$ cat config.mk
export PLATFORM = sky130hd
export DESIGN_NAME = mux4_rr_arbiter
export DESIGN_NICKNAME = d
export VERILOG_FILES = /design/src/rtl/mux4_rr_arbiter.sv
export SDC_FILE = /design/constraint.sdc
export NUM_CORES = 1
export LEC_CHECK = 0
export BUFFER_PORTS_ARGS = -buffer_cell sky130_fd_sc_hd__buf_2
export CAP_MARGIN = 20
export CORE_MARGIN = 5
export CORE_UTILIZATION = 40
export CTS_CLUSTER_DIAMETER = 100
export DETAILED_ROUTE_END_ITERATION = 8
export GPL_ROUTABILITY_DRIVEN = 0
export PLACE_DENSITY = 0.67
export SYNTH_ARGS = -nofsm -noshare
export SYNTH_HDL_FRONTEND = slang
export SYNTH_SLANG_ARGS = --single-unit
export TNS_END_PERCENT = 10
$ cat constraint.sdc
create_clock -name clock -period 1.6 [get_ports clock]
set_input_delay 0.16 -clock clock [delete_from_list [all_inputs] [get_ports clock]]
set_output_delay 0.16 -clock clock [all_outputs]
set_load 0.05 [all_outputs]
$ cat src/rtl/mux4_rr_arbiter.sv
// rtl/mux4_rr_arbiter.sv - round-robin arbiter driving a shared mux4 select and one-hot grant (optional ARB_HOLD_LIMIT_EN)
module mux4_rr_arbiter #(
    parameter int MAX_HOLD = 8,
    parameter int CNT_W    = 4
) (
    input  logic             clock,
    input  logic             reset,
    input  logic [3:0]       req,
    input  logic             owner_release,
    output logic [1:0]       control,
    output logic [3:0]       grant,
    output logic             busy,
    output logic [CNT_W-1:0] hold_count
);

    typedef enum logic {
        IDLE  = 1'b0,
        OWNED = 1'b1
    } state_t;

    localparam logic [CNT_W-1:0] HOLD_LAST = CNT_W'(MAX_HOLD - 1);

    generate
        if (MAX_HOLD < 2 || MAX_HOLD > (2 ** CNT_W) - 1) begin : g_bad_max_hold
            $error("mux4_rr_arbiter: MAX_HOLD out of range for CNT_W");
        end
    endgenerate

    state_t           state;
    logic [1:0]       last;

    logic [3:0]       owner_mask;
    logic [3:0]       others;
    logic [3:0]       cand;
    logic             owner_req;
    logic             force_rel;
    logic             end_evt;
    logic [1:0]       winner;
    logic [1:0]       idx;
    logic             found;
    logic [CNT_W-1:0] hold_next;

    // In OWNED, control always names the owner, so it doubles as the owner index.
    always_comb begin
        owner_mask = 4'b0001 << control;
        owner_req  = |(req & owner_mask);
        others     = req & ~owner_mask;
`ifdef ARB_HOLD_LIMIT_EN
        force_rel  = (state == OWNED) && (hold_count == HOLD_LAST) && (others != 4'b0000);
`else
        force_rel  = 1'b0 & (hold_count == HOLD_LAST);
`endif
        end_evt    = owner_release | ~owner_req | force_rel;
        hold_next  = (&hold_count) ? hold_count : hold_count + CNT_W'(1);
    end

    // Circular scan last+1, last+2, last+3, last; the owner is already masked out of cand in OWNED.
    always_comb begin
        cand   = (state == IDLE) ? req : others;
        winner = last;
        found  = 1'b0;
        idx    = last;
        for (int k = 1; k <= 4; k++) begin
            idx = last + 2'(k);
            if (!found && cand[idx]) begin
                winner = idx;
                found  = 1'b1;
            end
        end
    end

    always_ff @(posedge clock) begin
        if (!reset) begin
            state      <= IDLE;
            grant      <= 4'b0000;
            control    <= 2'b00;
            busy       <= 1'b0;
            hold_count <= '0;
            last       <= 2'd3;
        end else begin
            case (state)
                IDLE: begin
                    if (found) begin
                        state      <= OWNED;
                        grant      <= 4'b0001 << winner;
                        control    <= winner;
                        busy       <= 1'b1;
                        last       <= winner;
                        hold_count <= '0;
                    end
                end
                OWNED: begin
                    if (!end_evt) begin
                        hold_count <= hold_next;
                    end else if (found) begin
                        grant      <= 4'b0001 << winner;
                        control    <= winner;
                        last       <= winner;
                        hold_count <= '0;
                    end else if (owner_release && owner_req) begin
                        hold_count <= '0;
                    end else begin
                        // control deliberately keeps the last owner's index.
                        state      <= IDLE;
                        grant      <= 4'b0000;
                        busy       <= 1'b0;
                        hold_count <= '0;
                    end
                end
                default: begin
                    state      <= IDLE;
                    grant      <= 4'b0000;
                    busy       <= 1'b0;
                    hold_count <= '0;
                end
            endcase
        end
    end

endmodule
==> results.sh <==
export IMPL_ys_warn_count=0
export IMPL_cts_tree="built"
export IMPL_setup_slack_ns=-0.08371
export IMPL_grt_pass1_wl_um=3988
export IMPL_p_seq_share_pct=32.1
export IMPL_power_density_nw_per_um2=1162
export IMPL_rsz0062_at_grt="true"
export IMPL_grt_pass1_vias=868
export IMPL_intPower_mw=0.8624
export IMPL_rrSetupSlack_ns=-0.08
export IMPL_dieHeight_um=57.89
export IMPL_path_clk_slew_ns=0.08
export IMPL_hold_path_endpoint="last[1]$_SDFFE_PN1P_"
export IMPL_max_stage_delay_ns=0.40
export IMPL_path_buf_inv=1
export IMPL_num_antenna_cells=0
export IMPL_combPwrFrac_pct=54.3
export IMPL_setup_viol=5
export IMPL_crit_fanout=7
export IMPL_fin_crit_sh_pct=105.2
export IMPL_total_power_mw=1.476
export IMPL_nNetsFinal=150
export IMPL_final_cell_mix="23 x buf_4, 17 x buf_2, 10 x dfxtp_1"
export IMPL_path_delay_family="compound AO/OA/AOI/OAI gates"
export IMPL_detailed_place_hpwl_um=1778
export IMPL_hold_start="reset"
export IMPL_holdPathStages=2
export IMPL_reg2reg_from="control[0]$_SDFFE_PN0P_"
export IMPL_syn_area_um2=917.1
export IMPL_rr_worst_depth=6
export IMPL_clock_path_buffers=2
export IMPL_hold_worst_slack_ns=0.1593
export IMPL_avgRoutedWirePerCell_um=15.33
export IMPL_yosys_most_used_dff="dfxtp_1"
export IMPL_violations="negative setup slack"
export IMPL_synth_top_cell_area_share_pct=30.56
export IMPL_vias=939
export IMPL_clock_latency_ns=0.29
export IMPL_synthCells=102
export IMPL_max_clock_freq_ghz=0.5939
export IMPL_ys_seq_elements=14
export IMPL_clock_sinks=14
export IMPL_die_area_um2=3351
export IMPL_synth_largest_area_cell="dfxtp_1"
export IMPL_cp_end_kind="flop"
export IMPL_worstPathArrival_ns=1.87
export IMPL_slew_violations=0
export IMPL_crit_slowest_cell="dfxtp_4"
export IMPL_grt_ovfl_total=0
export IMPL_synth_edf_count=0
export IMPL_initial_core_util_pct=41.86
export IMPL_cts_root_buf="clkbuf_4"
export IMPL_fin_tns_setup_ns=-0.2407
export IMPL_drt_iter0_drc=34
export IMPL_syn_area_per_cell_um2=8.991
export IMPL_switching_power_mw=0.6138
export IMPL_drt_first_pass_iters=4
export IMPL_yosysSeqAreaShare_pct=30.56
export IMPL_grtUsageTotal_pct=15.22
export IMPL_r2r_end="grant[3]$_SDFFE_PN0P_"
export IMPL_routed_wl_um=2576
export IMPL_route_detailed_drc=0
export IMPL_startpoint_type="flop"
export IMPL_numCtsBuffers=3
export IMPL_boundaryPins=18
export IMPL_pwr_share_clk_pct=13.5
export IMPL_status="complete, but fails checks"
export IMPL_core_um2=2191
export IMPL_syn_nets=110
export IMPL_p_leak_nw=0.5483
export IMPL_io_buffers=17
export IMPL_synth_async_reset_ratio_pct=0
export IMPL_p_sw_share_pct=41.58
export IMPL_worst_pin_slew_ns=0.4010
export IMPL_fin_crit_ns=1.684
export IMPL_yosys_cell_types_count=52
export IMPL_antenna_found_initial=0
export IMPL_syn2layout_area_growth_pct=38.47
export IMPL_synth_top_cells_by_area="dfxtp_1 31%, nand2_1 3.7%, o32ai_4 3.0%"
export IMPL_required_ns=1.78
export IMPL_hold_viol=0
export IMPL_skew_ns=0.003531
export IMPL_max_slew_margin_rel_pct=73.27
export IMPL_peakVddDrop_uv=861.4
export IMPL_path_cells="mux2_4 -> o22ai_4 -> o211ai_1 -> buf_4 -> and3_1 -> a22o_1"
export IMPL_critical_path_class="flop to flop"
export IMPL_maxCapViolations=0
export IMPL_final_common_cell="buf_4"
export IMPL_grt_max_degree=12
export IMPL_row_count=17
export IMPL_min_path_type="input pin to flop"
export IMPL_postRouteAntennaNets=0
export IMPL_final_cell_area_um2=1270
export IMPL_drive_gt1_share_pct=45.71
export IMPL_die_width_um=57.89
export IMPL_place_area_um2=1141
export IMPL_htree_num_levels=1
export IMPL_final_core_util_pct=57.97
export IMPL_vias_per_cell=5.589
[logic make-up (layout without fill, tap and decap cells)]
| family | Yosys count | after routing | synth area share (%) |
|---|---|---|---|
| mux | 3 | 3 | 3.411 |
| buf+inv | 9 | 47 | 5.865 |
| fa+ha+maj | 1 | 1 | 1.364 |
| compound gates | 39 | 39 | 36.43 |
| flops | 14 | 14 | 30.56 |
| simple gates | 36 | 36 | 22.38 |
[sequential cells by signal, indices dropped and copies added, names as in the netlist]
signal / count
busy: 1
control: 2
grant: 4
hold_count: 4
last: 2
state: 1
[power by group through the flow]
stage | combinational, mW | clock (mW) | sequential, mW
floorplan | 0.333 | 0 | 0.599
global placement | 0.648 | 0 | 0.481
detailed placement | 0.650 | 0 | 0.485
CTS | 0.721 | 0.210 | 0.477
global route | 0.860 | 0.234 | 0.487
finish | 0.802 | 0.200 | 0.475
[routing by layer]
metal | track usage [%] | share of wire [%] | vias to the layer above | wire length [um]
met5 | 0 | 0 | - | 0
met4 | 8.609 | 2.0 | 0 | 51
met3 | 2.227 | 5.7 | 5 | 147
met2 | 23.55 | 47 | 29 | 1219
met1 | 20.08 | 45 | 435 | 1157
li1 | - | - | 470 | -
[cell type report]
| type | instances | area, um^2 |
|---|---|---|
| Tap cell | 28 | 35.03 |
| Multi-Input combinational cell | 79 | 646.9 |
| Inverter | 4 | 15.01 |
| Clock buffer | 3 | 22.52 |
| Fill cell | 202 | 920.9 |
| Sequential cell | 14 | 292.8 |
| Timing Repair Buffer | 40 | 257.7 |
[Yosys cell counts, types with 2 or more instances]
master	instances
dfxtp_1	14
nand2_1	9
nand3_1	5
nor2_1	5
o21ai_0	5
a21oi_1	4
inv_1	4
a21boi_0	3
a211oi_1	2
a22o_1	2
a41oi_1	2
buf_6	2
mux2i_1	2
nand3b_1	2
nor2b_1	2
o211ai_1	2
o2bb2ai_1	2
[stage by stage]
step | setup WS, ns | cells
2_1_floorplan | -0.2001 | 102
3_3_place_gp | -0.07735 | 159
3_5_place_dp | -0.1164 | 159
4_1_cts | -0.1054 | 166
5_1_grt | -0.1527 | 168
6_report | -0.08371 | 168
[worst max-delay path by stage]
stage,from,end,slack (ns),cells after the start
final,control[0]$_SDFFE_PN0P_,grant[3]$_SDFFE_PN0P_,-0.08,6
after CTS,control[0]$_SDFFE_PN0P_,grant[0]$_SDFFE_PN0P_,-0.11,5
after floorplan,control[0]$_SDFFE_PN0P_,grant[0]$_SDFFE_PN0P_,-0.20,6
after global routing,control[1]$_SDFFE_PN0P_,grant[2]$_SDFFE_PN0P_,-0.15,6
after detailed placement,state$_SDFF_PN0_,last[1]$_SDFFE_PN1P_,-0.12,7
after global placement,control[0]$_SDFFE_PN0P_,last[1]$_SDFFE_PN1P_,-0.08,7
[what timing repair did]
item                       4_1_cts  5_1_grt
setup endpoints to repair       12       13
buffers inserted                 4        2
pin swaps                        4        7
gates resized for setup          7       12
cloned                           0        0
hold buffers                     0        0
[worst reg2reg max path: cells and delay by family, from the launching register on]
family | cells | cell delay (ns)
compound gates | 3 | 0.51
flops | 1 | 0.40
simple gates | 1 | 0.16
mux | 1 | 0.32
buf+inv | 1 | 0.19
Power figures use the tool's default switching activity.
